$ cat src/rtl/redirect_ctrl_pkg.sv
//------------------------------------------------------------------------------
// Module  : cpu_defs (package)
// Brief   : Shared types for the front-end redirect controller.
// Revision: 1.0 - initial release
//------------------------------------------------------------------------------
`default_nettype none

package cpu_defs;

    typedef logic [31:0] u32_t;

    // Encoded so that a smaller value means an older, higher-priority source.
    typedef enum logic [1:0] {
        CM  = 2'd0,
        EX  = 2'd1,
        IF2 = 2'd2
    } redir_src_e;

    typedef struct packed {
        logic valid;
        u32_t pc;
    } redir_req_t;

    typedef struct packed {
        logic valid;
        u32_t pc;
        u32_t target;
        logic set;
    } btb_wr_t;

    localparam u32_t C_PC_RESET = 32'h0000_0000;

    function automatic logic src_outranks_or_equal(input redir_src_e a, input redir_src_e b);
        return (a <= b);
    endfunction

endpackage

`default_nettype wire

$ cat src/rtl/btb_port_arb.sv
//------------------------------------------------------------------------------
// Module  : btb_port_arb
// Brief   : Single BTB write port shared by execute training and fetch2
//           invalidation, with a one-entry skid buffer for blocked invalidates.
// Revision: 1.0 - initial release
//------------------------------------------------------------------------------
`default_nettype none

module btb_port_arb
    import cpu_defs::*;
(
    input  logic       clk,
    input  logic       rst,
    input  redir_req_t upd,
    input  u32_t       upd_target,
    input  redir_req_t inv,
    input  logic       clear,
    output btb_wr_t    wr
);

    logic r_skid_v;
    u32_t r_skid_pc;
    logic w_skid_v_nxt;
    u32_t w_skid_pc_nxt;
    logic w_inv_ok;

    // An invalidate seen alongside a commit redirect is from a squashed path.
    assign w_inv_ok = inv.valid & ~clear;

    always_comb begin
        wr            = '0;
        w_skid_v_nxt  = r_skid_v;
        w_skid_pc_nxt = r_skid_pc;
        if (upd.valid) begin
            wr.valid  = 1'b1;
            wr.pc     = upd.pc;
            wr.target = upd_target;
            wr.set    = 1'b1;
            if (w_inv_ok) begin
                w_skid_v_nxt  = 1'b1;
                w_skid_pc_nxt = inv.pc;
            end
        end else if (r_skid_v && !clear) begin
            wr.valid     = 1'b1;
            wr.pc        = r_skid_pc;
            w_skid_v_nxt = w_inv_ok;
            if (w_inv_ok) begin
                w_skid_pc_nxt = inv.pc;
            end
        end else if (w_inv_ok) begin
            wr.valid = 1'b1;
            wr.pc    = inv.pc;
        end
        if (clear) begin
            w_skid_v_nxt = 1'b0;
        end
    end

    always_ff @(posedge clk) begin
        if (rst) begin
            r_skid_v  <= 1'b0;
            r_skid_pc <= C_PC_RESET;
        end else begin
            r_skid_v  <= w_skid_v_nxt;
            r_skid_pc <= w_skid_pc_nxt;
        end
    end

endmodule

`default_nettype wire

$ cat src/rtl/redirect_ctrl.sv
//------------------------------------------------------------------------------
// Module  : redirect_ctrl
// Brief   : Arbitrates commit/execute/fetch2 redirects into fetch1 PC writes,
//           drives per-stage flushes and the shared BTB write port.
//           Optional macro REDIRECT_BYPASS_EN: same-cycle PC write from IDLE.
// Revision: 1.0 - initial release
//------------------------------------------------------------------------------
`default_nettype none

module redirect_ctrl
    import cpu_defs::*;
(
    input  logic        clk,
    input  logic        rst,
    input  logic        cm_redir_valid,
    input  logic [31:0] cm_redir_pc,
    input  logic        ex_redir_valid,
    input  logic [31:0] ex_redir_pc,
    input  logic        if2_redir_valid,
    input  logic [31:0] if2_redir_pc,
    output logic        wr_pc_valid,
    output logic [31:0] wr_pc_pc,
    input  logic        wr_pc_ready,
    output logic        flush_if1,
    output logic        flush_if2,
    output logic        flush_id,
    output logic        flush_ex,
    input  logic        ex_btb_upd_valid,
    input  logic [31:0] ex_btb_upd_pc,
    input  logic [31:0] ex_btb_upd_target,
    input  logic        if2_btb_inv_valid,
    input  logic [31:0] if2_btb_inv_pc,
    output logic        btb_wr_valid,
    output logic [31:0] btb_wr_pc,
    output logic [31:0] btb_wr_target,
    output logic        btb_wr_set,
    output logic        busy
);

    localparam logic [0:0] S_IDLE = 1'b0;
    localparam logic [0:0] S_PEND = 1'b1;

    logic [0:0] r_state;
    logic [0:0] w_state_nxt;
    u32_t       r_pend_pc;
    redir_src_e r_pend_src;
    logic       r_rst_q;

    logic       w_blk;
    redir_req_t w_cm;
    redir_req_t w_ex;
    redir_req_t w_if2;
    redir_req_t w_upd;
    redir_req_t w_inv;
    logic       w_win_v;
    redir_src_e w_win_src;
    u32_t       w_win_pc;
    logic       w_accept;
    logic       w_byp;
    logic       w_pend;
    logic       w_wr_v;
    u32_t       w_wr_pc;
    btb_wr_t    w_btb;

    // Inputs are ignored during reset and the cycle after, so outputs stay quiet.
    assign w_blk = rst | r_rst_q;

    assign w_cm  = '{valid: cm_redir_valid  & ~w_blk, pc: cm_redir_pc};
    assign w_ex  = '{valid: ex_redir_valid  & ~w_blk, pc: ex_redir_pc};
    assign w_if2 = '{valid: if2_redir_valid & ~w_blk, pc: if2_redir_pc};
    assign w_upd = '{valid: ex_btb_upd_valid  & ~w_blk, pc: ex_btb_upd_pc};
    assign w_inv = '{valid: if2_btb_inv_valid & ~w_blk, pc: if2_btb_inv_pc};

    always_comb begin
        w_win_v   = 1'b1;
        w_win_src = CM;
        w_win_pc  = w_cm.pc;
        if (w_cm.valid) begin
            w_win_src = CM;
            w_win_pc  = w_cm.pc;
        end else if (w_ex.valid) begin
            w_win_src = EX;
            w_win_pc  = w_ex.pc;
        end else if (w_if2.valid) begin
            w_win_src = IF2;
            w_win_pc  = w_if2.pc;
        end else begin
            w_win_v = 1'b0;
        end
    end

    assign w_pend   = (r_state == S_PEND);
    // While pending, only a source at least as old as the pending one may replace it.
    assign w_accept = w_win_v & (~w_pend | src_outranks_or_equal(w_win_src, r_pend_src));

`ifdef REDIRECT_BYPASS_EN
    assign w_byp = ~w_pend & w_accept;
`else
    assign w_byp = 1'b0;
`endif

    assign w_wr_v  = w_pend | w_byp;
    assign w_wr_pc = w_pend ? r_pend_pc : w_win_pc;

    always_comb begin
        w_state_nxt = r_state;
        if (w_accept) begin
            w_state_nxt = (w_byp && wr_pc_ready) ? S_IDLE : S_PEND;
        end else if (w_pend && wr_pc_ready) begin
            w_state_nxt = S_IDLE;
        end
    end

    always_ff @(posedge clk) begin
        if (rst) begin
            r_state    <= S_IDLE;
            r_pend_pc  <= C_PC_RESET;
            r_pend_src <= CM;
            r_rst_q    <= 1'b1;
        end else begin
            r_state <= w_state_nxt;
            r_rst_q <= 1'b0;
            if (w_accept) begin
                r_pend_pc  <= w_win_pc;
                r_pend_src <= w_win_src;
            end
        end
    end

    btb_port_arb u_btb_port_arb (
        .clk        (clk),
        .rst        (rst),
        .upd        (w_upd),
        .upd_target (ex_btb_upd_target),
        .inv        (w_inv),
        .clear      (w_cm.valid),
        .wr         (w_btb)
    );

    assign wr_pc_valid   = ~w_blk & w_wr_v;
    assign wr_pc_pc      = w_blk ? 32'h0 : w_wr_pc;
    assign flush_if1     = ~w_blk & (w_pend | w_accept);
    assign flush_if2     = ~w_blk & (w_pend | (w_accept & (w_win_src != IF2)));
    assign flush_id      = ~w_blk & w_accept & (w_win_src != IF2);
    assign flush_ex      = ~w_blk & w_accept & (w_win_src == CM);
    assign busy          = ~w_blk & w_pend;
    assign btb_wr_valid  = ~w_blk & w_btb.valid;
    assign btb_wr_pc     = w_blk ? 32'h0 : w_btb.pc;
    assign btb_wr_target = w_blk ? 32'h0 : w_btb.target;
    assign btb_wr_set    = ~w_blk & w_btb.set;

endmodule

`default_nettype wire

$ cat config.mk
export PLATFORM = sky130hd
export DESIGN_NAME = redirect_ctrl
export DESIGN_NICKNAME = d
export VERILOG_FILES = /design/src/rtl/redirect_ctrl_pkg.sv /design/src/rtl/btb_port_arb.sv /design/src/rtl/redirect_ctrl.sv
export SDC_FILE = /design/constraint.sdc
export NUM_CORES = 1
export LEC_CHECK = 0
export ABC_CLOCK_PERIOD_IN_PS = 7900
export CAP_MARGIN = 20
export CORE_MARGIN = 3
export CORE_UTILIZATION = 42
export CTS_BUF_LIST = sky130_fd_sc_hd__clkbuf_16
export DETAILED_ROUTE_END_ITERATION = 12
export PLACE_DENSITY = 0.88
export SYNTH_ARGS = -nofsm -noshare
export SYNTH_HDL_FRONTEND = slang
export SYNTH_HIERARCHICAL = 1
export SYNTH_SLANG_ARGS = --single-unit
export TNS_END_PERCENT = 30
$ cat constraint.sdc
create_clock -name clk -period 7.9 [get_ports clk]
set_clock_uncertainty 0.2 [all_clocks]
set_input_delay 1.185 -clock clk [delete_from_list [all_inputs] [get_ports clk]]
set_output_delay 1.185 -clock clk [all_outputs]
set_load 0.005 [all_outputs]
==> results of run 1 <==
-- per-stage QoR --
step / worst slack (ns) / std cells / util [%] / instance area (um2) / total power (W)
after floorplan: 3.36 / 636 / - / 5180 / 0.000490
after global placement: 2.13 / 1020 / 68.5 / 8020 / 0.000633
after detailed placement: 1.96 / 1021 / 68.7 / 8050 / 0.000641
after CTS: 1.94 / 1036 / 71.4 / 8360 / 0.00106
after global routing: 1.68 / 1038 / 71.8 / 8410 / 0.00111
final: 1.89 / 1039 / 71.8 / 8410 / 0.00106
-- synthesized netlist by cell type (2+ instances only) --
master,n
a22oi_1,32
bufbuf_8,2
o21bai_1,2
a211oi_1,33
buf_12,3
buf_4,6
nand2_1,5
a21oi_1,67
nor2_1,4
mux2i_1,32
nand2b_1,65
buf_2,14
o21ai_0,34
and2_1,103
a222oi_1,32
inv_1,34
ha_1,2
a22o_1,32
buf_6,8
clkbuf_1,38
nor3b_2,2
dfxtp_1,69
nor2b_1,2
-- worst max-delay path, cell delays in order --
cell,delay (ns)
buf_2,0.12
buf_4,0.37
nor3_4,0.25
buf_4,0.37
and2_1,0.28
ha_1,0.27
nor2b_1,0.16
o211ai_2,0.56
nand2_1,0.20
o21bai_1,0.20
clkdlybuf4s50_1,0.59
-- logic make-up after synthesis --
| kind of cell | Yosys count |
|---|---|
| AOI/OAI and AO/OA | 238 |
| and+or+nand+nor | 188 |
| buffers and inverters | 107 |
| DFF | 69 |
| muxes | 32 |
| adders and majority gates | 2 |
-- layer usage --
layer  vias to the layer above  routed length [um]  part of all wire [%]
met3                        44                1450                   7.7
met5                         -                   0                     0
met2                       284                9850                    52
li1                       2807                   -                     -
met1                      2726                6870                    37
met4                         0                 600                   3.2
-- worst max-delay path by stage --
stage | startpoint | to | slack [ns] | depth (start not counted)
after floorplan | ex_redir_valid | flush_if2 | 3.36 | 11
after global placement | rst | flush_if2 | 2.13 | 11
after detailed placement | rst | flush_if2 | 1.96 | 11
after CTS | rst | flush_if2 | 1.94 | 11
after global routing | rst | flush_if2 | 1.68 | 11
final | rst | flush_if2 | 1.89 | 11
-- power groups by stage --
| stage | Sequential [W] | Combinational, W | Clock (W) |
|---|---|---|---|
| floorplan | 0.000374 | 0.000116 | 0 |
| detailed placement | 0.000376 | 0.000265 | 0 |
| global route | 0.000370 | 0.000291 | 0.000448 |
| global placement | 0.000375 | 0.000257 | 0 |
| finish | 0.000369 | 0.000269 | 0.000423 |
| CTS | 0.000369 | 0.000266 | 0.000429 |
-- layout make-up --
class	instances	share of cell area, %
Antenna cell	1	0.0297
Timing Repair Buffer	317	37.9
Sequential cell	69	16.4
Clock inverter	6	1.06
Multi-Input combinational cell	460	38.3
Inverter	34	1.52
Tap cell	143	2.13
Clock buffer	9	2.68
-- registers in the layout (all words and copies together), names as in the netlist --
name and flops:
u_btb_port_arb/r_skid_v 1, u_btb_port_arb/r_skid_pc 32, r_state 1, r_rst_q 1, r_pend_src 2, r_pend_pc 32
==> out/qor.yml, run 1 <==
clocking:
  htreeDepth: 3
  cts_buffer_depth: 2
  clock_latency_ns: 0.31
  clk_pin_slew_ns: 0.06
  cts_root_buf: "clkbuf_16"
  post_cts_resized: 0
  cts_tree: "built"
  postCtsSetupRepairBufs: 0
  numCtsBuffers: 9
  holdBufCountCts: 0
  cts.sinks: 69
sta:
  holdWs_ns: 0.274
  period_share_pct: 76.1
  setup_violations: 0
  fin_crit_ns: 6.01
  rsz0062_at_grt: "no"
  drv_slew: 0
  clock.fmax_mhz: 166
  final.setup.tns_ns: 0
  slew_headroom_pct: 42.6
  worst_pin_slew_ns: 0.861
  hold_viol: 0
setup_path:
  r2r_start: "r_rst_q"
  setup.worst_path.end_class: "primary output"
  worst_r2r_path_depth: 9
  worstReg2RegEnd: "r_pend_pc[23]"
  cp_data_arrival_time_ns: 4.63
  rrSetupSlack_ns: 4.64
  path_max_fanout: 103
  crit_required_ns: 6.51
  critical_path_class: "in2out"
  start_kind: "input pin"
power:
  seq_power_share_pct: 34.8
  leakagePower_nw: 3.19
  swShare_pct: 24.5
  ir_drop_mv: 0.138
  internal-power_w: 0.000801
  switching_power_w: 0.000260
  clockPowerShare_pct: 39.9
  comb_power_share_pct: 25.3
  cellPowerDensity_nw_per_um2: 126
global_routing:
  top_usage_layer: "met2"
  use_met1_pct: 27.9
  grt_pass1_wl_mm: 28.1
  grt_overflow: 0
  grtUsageMet2_pct: 47.2
  use_met3_pct: 6.17
  first_global_vias: 5677
  grt_max_degree: 105
  track_usage_pct: 25.6
  antenna_found_initial: 0
placement:
  gp_congestion: 0.859
  dpl.hpwl_mm: 14.0
  port_buffers: 303
run:
  cap_viol_max_count: 0
routing:
  wl_per_cell_um: 18.1
  first_iter_violations: 528
  wl_mm: 18.8
  route.antenna.remaining_nets: 0
  viasPerCell: 5.64
  vias: 5861
  firstDrtPassIters: 9
  drc: 0
hold_path:
  min_path_cells: 2
  worstHoldStart: "u_btb_port_arb/r_skid_pc[30]"
  min_to: "u_btb_port_arb/r_skid_pc[30]"
  worstHoldPathType: "reg2reg"
synthesis:
  async_flop_share_pct: 0
  yosys.area_share.simple_pct: 23.2
  synthTopCellsByArea: "dfxtp_1 (27%), and2_1 (12%), nand2b_1 (7.9%), a21oi_1 (6.5%), a222oi_1 (6.2%)"
  ys_types: 38
  synth_top_family_by_area: "compound AO/OA/AOI/OAI gates"
  ys_ff_latch: 69
  yosys_warnings: 6
  synth-xor-area-share_pct: 0
  synth_edf_count: 0
  syn-cell-area_um2: 5180
  synth_fa_ha_area_share_pct: 0.483
  synth_top_area_share_pct: 26.7
  synth_fp_nets: 838
  synth_cells: 636
  synth_seq_area_share_pct: 26.7
  synthMuxAreaShare_pct: 6.19
  avgSynthCellArea_um2: 8.14
  ys.flop_type: "dfxtp_1"
  synth-compound-area-share_pct: 32.1
  synth_top_area_cell: "dfxtp_1"
final_layout:
  fin_nets: 1093
  fillers: 888
  layout-area-overhead-vs-synth_pct: 62.5
  multi_input_area_um2: 3220
  layout-drive-gt1-share_pct: 4.58
  seq_area_um2: 1380
  final_common_cell: "clkdlybuf4s50_1"
  layout_common_cells: "clkdlybuf4s50_1 (302), and2_1 (102), dfxtp_1 (69), a21oi_1 (67), nand2b_1 (65)"
die:
  die_w_um: 117
  num_io_pins: 304
  placeableCoreArea_um2: 11700
  die_h_um: 117
  floorplan.initialDensity_pct: 44.2
  die-area_um2: 13700
  rows: 39
outcome:
  outcome: "finished, final reports clean"
Note: power is estimated with default switching activity, not from simulation.
==> inputs of run 2 (changes only) <==
Settings changed: ABC_CLOCK_PERIOD_IN_PS 7900 to 5800, CORE_UTILIZATION 42 to 39, PLACE_DENSITY 0.88 to 0.83.
Clock period 7.9 ns to 5.8 ns, I/O delays scaled along.
==> run 2 against run 1 <==
  * Final area grew 0.12%
  * Die area increased by 7.3%
  * Core utilization is 6.2 points lower
  * Sequential power is 36% higher
  * Non-clock buffer count rose by 2
  * Clock power up 45%
  * First-iteration DRC count fell by 20%
  * Wire length down 2.2%
  * Sequential cell count unchanged
  * Hold slack lost 0.0031 ns
==> out/qor.yml, run 2 (same netlist as run 1, synthesis figures left out) <==
clocking:
  post_cts_resized: 0
  postCtsSetupRepairBufs: 0
  cts_buffer_depth: 2
  clock_latency_ns: 0.32
  holdBufCountCts: 0
  htreeDepth: 3
  clk_pin_slew_ns: 0.05
  numCtsBuffers: 9
  cts_tree: "built"
  cts.sinks: 69
  cts_root_buf: "clkbuf_16"
final_layout:
  layout-area-overhead-vs-synth_pct: 62.7
  fin_cells: 1069
  seq_area_um2: 1380
  multi_input_area_um2: 3220
  layout-drive-gt1-share_pct: 4.57
  fillers: 1098
  stdcell_area_um2: 8420
  antenna_cells: 0
  fin_nets: 1095
  final_common_cell: "clkdlybuf4s50_1"
  top_regs: "r_pend_pc (32), u_btb_port_arb/r_skid_pc (32), r_pend_src (2)"
  layout_common_cells: "clkdlybuf4s50_1 (302), and2_1 (102), dfxtp_1 (69), a21oi_1 (67), nand2b_1 (65)"
sta:
  period_share_pct: 84.9
  setup_violations: 0
  fin_crit_ns: 4.92
  final.setup.tns_ns: 0
  worst_pin_slew_ns: 0.685
  hold_viol: 0
  clock.fmax_mhz: 203
  slew_headroom_pct: 54.3
  rsz0062_at_grt: "no"
  drv_slew: 0
global_routing:
  track_usage_pct: 23.7
  grt_max_degree: 88
  antenna_found_initial: 0
  grt_overflow: 0
  first_global_vias: 5409
  grt_pass1_wl_mm: 28.0
die:
  die_h_um: 121
  die_w_um: 121
  floorplan.initialDensity_pct: 40.4
  die-area_um2: 14700
  rows: 41
  num_io_pins: 304
  placeableCoreArea_um2: 12800
power:
  cellPowerDensity_nw_per_um2: 175
  ir_drop_mv: 0.133
  p_total_w: 0.00148
  leakagePower_nw: 3.19
hold_path:
  min_path_cells: 2
  worstHoldPathType: "reg2reg"
  worstHoldStart: "u_btb_port_arb/r_skid_pc[29]"
  min_to: "u_btb_port_arb/r_skid_pc[29]"
routing:
  wl_per_cell_um: 17.2
  route.antenna.remaining_nets: 0
  first_iter_violations: 421
  viasPerCell: 5.35
  vias: 5723
  drc: 0
  wl_mm: 18.4
  firstDrtPassIters: 8
placement:
  port_buffers: 303
  dpl.hpwl_mm: 13.3
  placed_area_um2: 8100
  placed_cells: 1054
  gp_congestion: 0.789
setup_path:
  worstReg2RegEnd: "r_pend_pc[30]"
  cp_data_arrival_time_ns: 3.85
  start_kind: "input pin"
  worst_r2r_path_depth: 9
  crit_required_ns: 4.73
  setup.worst_path.end_class: "primary output"
  r2r_start: "r_rst_q"
  path_max_fanout: 34
  rrSetupSlack_ns: 2.89
  critical_path_class: "in2out"
outcome:
  outcome: "finished, final reports clean"
run:
  cap_viol_max_count: 0
-- run 2: cell type report --
type / instances / area share, %
Clock buffer: 9 / 2.67
Clock inverter: 6 / 1.22
Inverter: 34 / 1.51
Multi-Input combinational cell: 460 / 38.3
Sequential cell: 69 / 16.4
Tap cell: 172 / 2.55
Timing Repair Buffer: 319 / 37.4
-- run 2: how the worst max path moves through the flow --
stage                    from         to  slack, ns  cells past startpoint
3_5_place_dp   cm_redir_valid  flush_if2       0.87                     10
5_1_grt        cm_redir_valid  flush_if2       0.69                     10
2_1_floorplan  ex_redir_valid  flush_if2       1.89                     11
6_report       cm_redir_valid  flush_if2       0.88                     10
4_1_cts        cm_redir_valid  flush_if2       0.86                     10
3_3_place_gp   cm_redir_valid  flush_if2       0.96                     10
-- run 2: routing by layer --
| layer | up-vias | track usage, % | part of all wire [%] |
|---|---|---|---|
| met2 | 282 | 42.0 | 51 |
| met1 | 2612 | 27.6 | 37 |
| met3 | 22 | 6.76 | 10 |
| met4 | 0 | 7.14 | 1.7 |
| met5 | - | 0 | 0 |
| li1 | 2807 | - | - |
-- run 2: power by group --
group | internal (W) | switching, W
Combinational | 0.000223 | 0.000138
Sequential | 0.000493 | 0.00000970
Clock | 0.000414 | 0.000198
-- run 2: stage by stage --
step                      util (%)  setup WS (ns)  hold slack (ns)
after floorplan                  -           1.89            0.248
after global placement        63.1          0.960            0.256
after detailed placement      63.1          0.872            0.263
after CTS                     65.7          0.858            0.273
after global routing          65.7          0.685            0.287
final                         65.7          0.875            0.271
-- run 2: worst max-delay path, cell delays in order --
cell             delay, ns
clkdlybuf4s50_1       0.51
nor3_4                0.19
buf_4                 0.36
and2_1                0.26
ha_1                  0.27
nor2b_1               0.16
o211ai_2              0.19
nand2_1               0.13
o21bai_1              0.32
clkdlybuf4s50_1       0.58
==> inputs of run 3 (changes only) <==
Settings changed: ABC_CLOCK_PERIOD_IN_PS 5800 to 5000.
Clock period 5.8 ns to 5 ns, I/O delays scaled along.
==> run 3 against run 2 <==
  * Final cell count increased by 0.37%
  * Non-clock buffer count grew 2
  * Power increased by 14%
  * Via count shrank 0.59%
  * Hold slack better by 0.0038 ns
  * Sequential power rose by 16%
  * Critical endpoint unchanged
  * Global-route usage down 0.21 points
==> out/qor.yml, run 3 (same netlist as run 1, synthesis figures left out) <==
routing:
  route.antenna.remaining_nets: 0
  first_iter_violations: 489
  viasPerCell: 5.30
  vias: 5689
  drc: 0
  wl_mm: 18.1
  wl_per_cell_um: 16.9
  firstDrtPassIters: 9
final_layout:
  layout-drive-gt1-share_pct: 5.11
  fin_nets: 1097
  top_regs: "r_pend_pc (32), u_btb_port_arb/r_skid_pc (32), r_pend_src (2)"
  final_common_cell: "clkdlybuf4s50_1"
  utilization_pct: 65.7
  layout-area-overhead-vs-synth_pct: 62.8
  layout_common_cells: "clkdlybuf4s50_1 (302), and2_1 (102), dfxtp_1 (69), a21oi_1 (67), nand2b_1 (65)"
global_routing:
  track_usage_pct: 23.5
  antenna_found_initial: 1
  first_global_vias: 5327
  grt_max_degree: 99
  grt_pass1_wl_mm: 27.9
  grt_overflow: 0
die:
  rows: 41
  floorplan.initialDensity_pct: 40.4
  die_h_um: 121
  die_w_um: 121
  placeableCoreArea_um2: 12800
  num_io_pins: 304
  die-area_um2: 14700
setup_path:
  critical_path_class: "in2out"
  cp_cell_sequence: "clkdlybuf4s50_1 > nor3_4 > buf_4 > nand2_1 > ha_1 > nand2_1 > o211ai_2 > nand2_1 > o21bai_1 > clkdlybuf4s50_1"
  start_kind: "input pin"
  setup.worst_path.end_class: "primary output"
  crit_required_ns: 4.05
  max_stage_delay_ns: 0.60
  cpMostUsedCell: "nand2_1"
  path_max_fanout: 35
  cp_slowest_cell: "clkdlybuf4s50_1"
  cp_data_arrival_time_ns: 3.33
outcome:
  outcome: "finished, final reports clean"
clocking:
  clock_latency_ns: 0.33
  cts_root_buf: "clkbuf_16"
  htreeDepth: 3
  clk_pin_slew_ns: 0.06
  cts_buffer_depth: 2
  cts.sinks: 69
  holdBufCountCts: 0
  post_cts_resized: 0
  postCtsSetupRepairBufs: 0
  numCtsBuffers: 9
  cts_tree: "built"
sta:
  slew_headroom_pct: 44.9
  fin_crit_ns: 4.28
  final.setup.tns_ns: 0
  clock.fmax_mhz: 234
  setup_violations: 0
  drv_slew: 0
  hold_viol: 0
  worst_pin_slew_ns: 0.826
  rsz0062_at_grt: "no"
  period_share_pct: 85.6
power:
  cellPowerDensity_nw_per_um2: 199
  leakagePower_nw: 3.19
  ir_drop_mv: 0.127
hold_path:
  worstHoldPathType: "reg2reg"
run:
  cap_viol_max_count: 0
placement:
  dpl.hpwl_mm: 13.2
  gp_congestion: 0.821
  port_buffers: 303
[run 3: final cells by class]
type / count / area [um2]
fill: 1085 / 4400
multi-input combinational: 460 / 3220
timing repair buffer: 321 / 3160
sequential: 69 / 1380
clock buffer: 9 / 225
tap: 172 / 215
inverter: 34 / 128
clock inverter: 7 / 90.1
antenna: 1 / 2.50
[run 3: critical path, delay by kind of cell]
kind | cells | cell delay, ns
AO/OA/AOI/OAI | 2 | 0.33
adder cells (fa/ha/maj) | 1 | 0.29
buffers and inverters | 3 | 1.50
AND/OR/NAND/NOR | 4 | 0.45
[run 3: metal layers]
metal,global-route usage (%),part of all wire (%),wire [um],up-vias
met5,0,0,0,-
met2,40.2,50,8970,253
met3,7.04,8.6,1560,22
met4,7.70,2.0,363,0
li1,-,-,-,2818
met1,28.0,40,7210,2596
[run 3: final timing paths]
path	end	cells past startpoint	startpoint	slack (ns)
worst max-delay path	flush_if2	10	cm_redir_valid	0.72
worst min-delay path	u_btb_port_arb/r_skid_pc[29]	2	u_btb_port_arb/r_skid_pc[29]	0.27
worst max register to register	r_pend_pc[19]	9	r_rst_q	2.12
worst min register to register	u_btb_port_arb/r_skid_pc[29]	2	u_btb_port_arb/r_skid_pc[29]	0.27
[run 3: power breakdown]
part / switching (W) / leakage (nW) / internal [W]
logic: 0.000160 / 2.48 / 0.000259
registers: 0.0000113 / 0.563 / 0.000571
clock network: 0.000243 / 0.151 / 0.000434
total: 0.000415 / 3.19 / 0.00126
[run 3: per-stage QoR]
stage	power [W]	hold WS, ns	setup WS (ns)	cell area, um2	cells
2_1_floorplan	0.000774	0.248	1.33	5180	636
3_3_place_gp	0.00101	0.258	0.777	8110	1056
3_5_place_dp	0.00101	0.261	0.735	8110	1056
4_1_cts	0.00169	0.276	0.679	8430	1072
5_1_grt	0.00175	0.295	0.507	8430	1073
6_report	0.00168	0.275	0.719	8430	1073
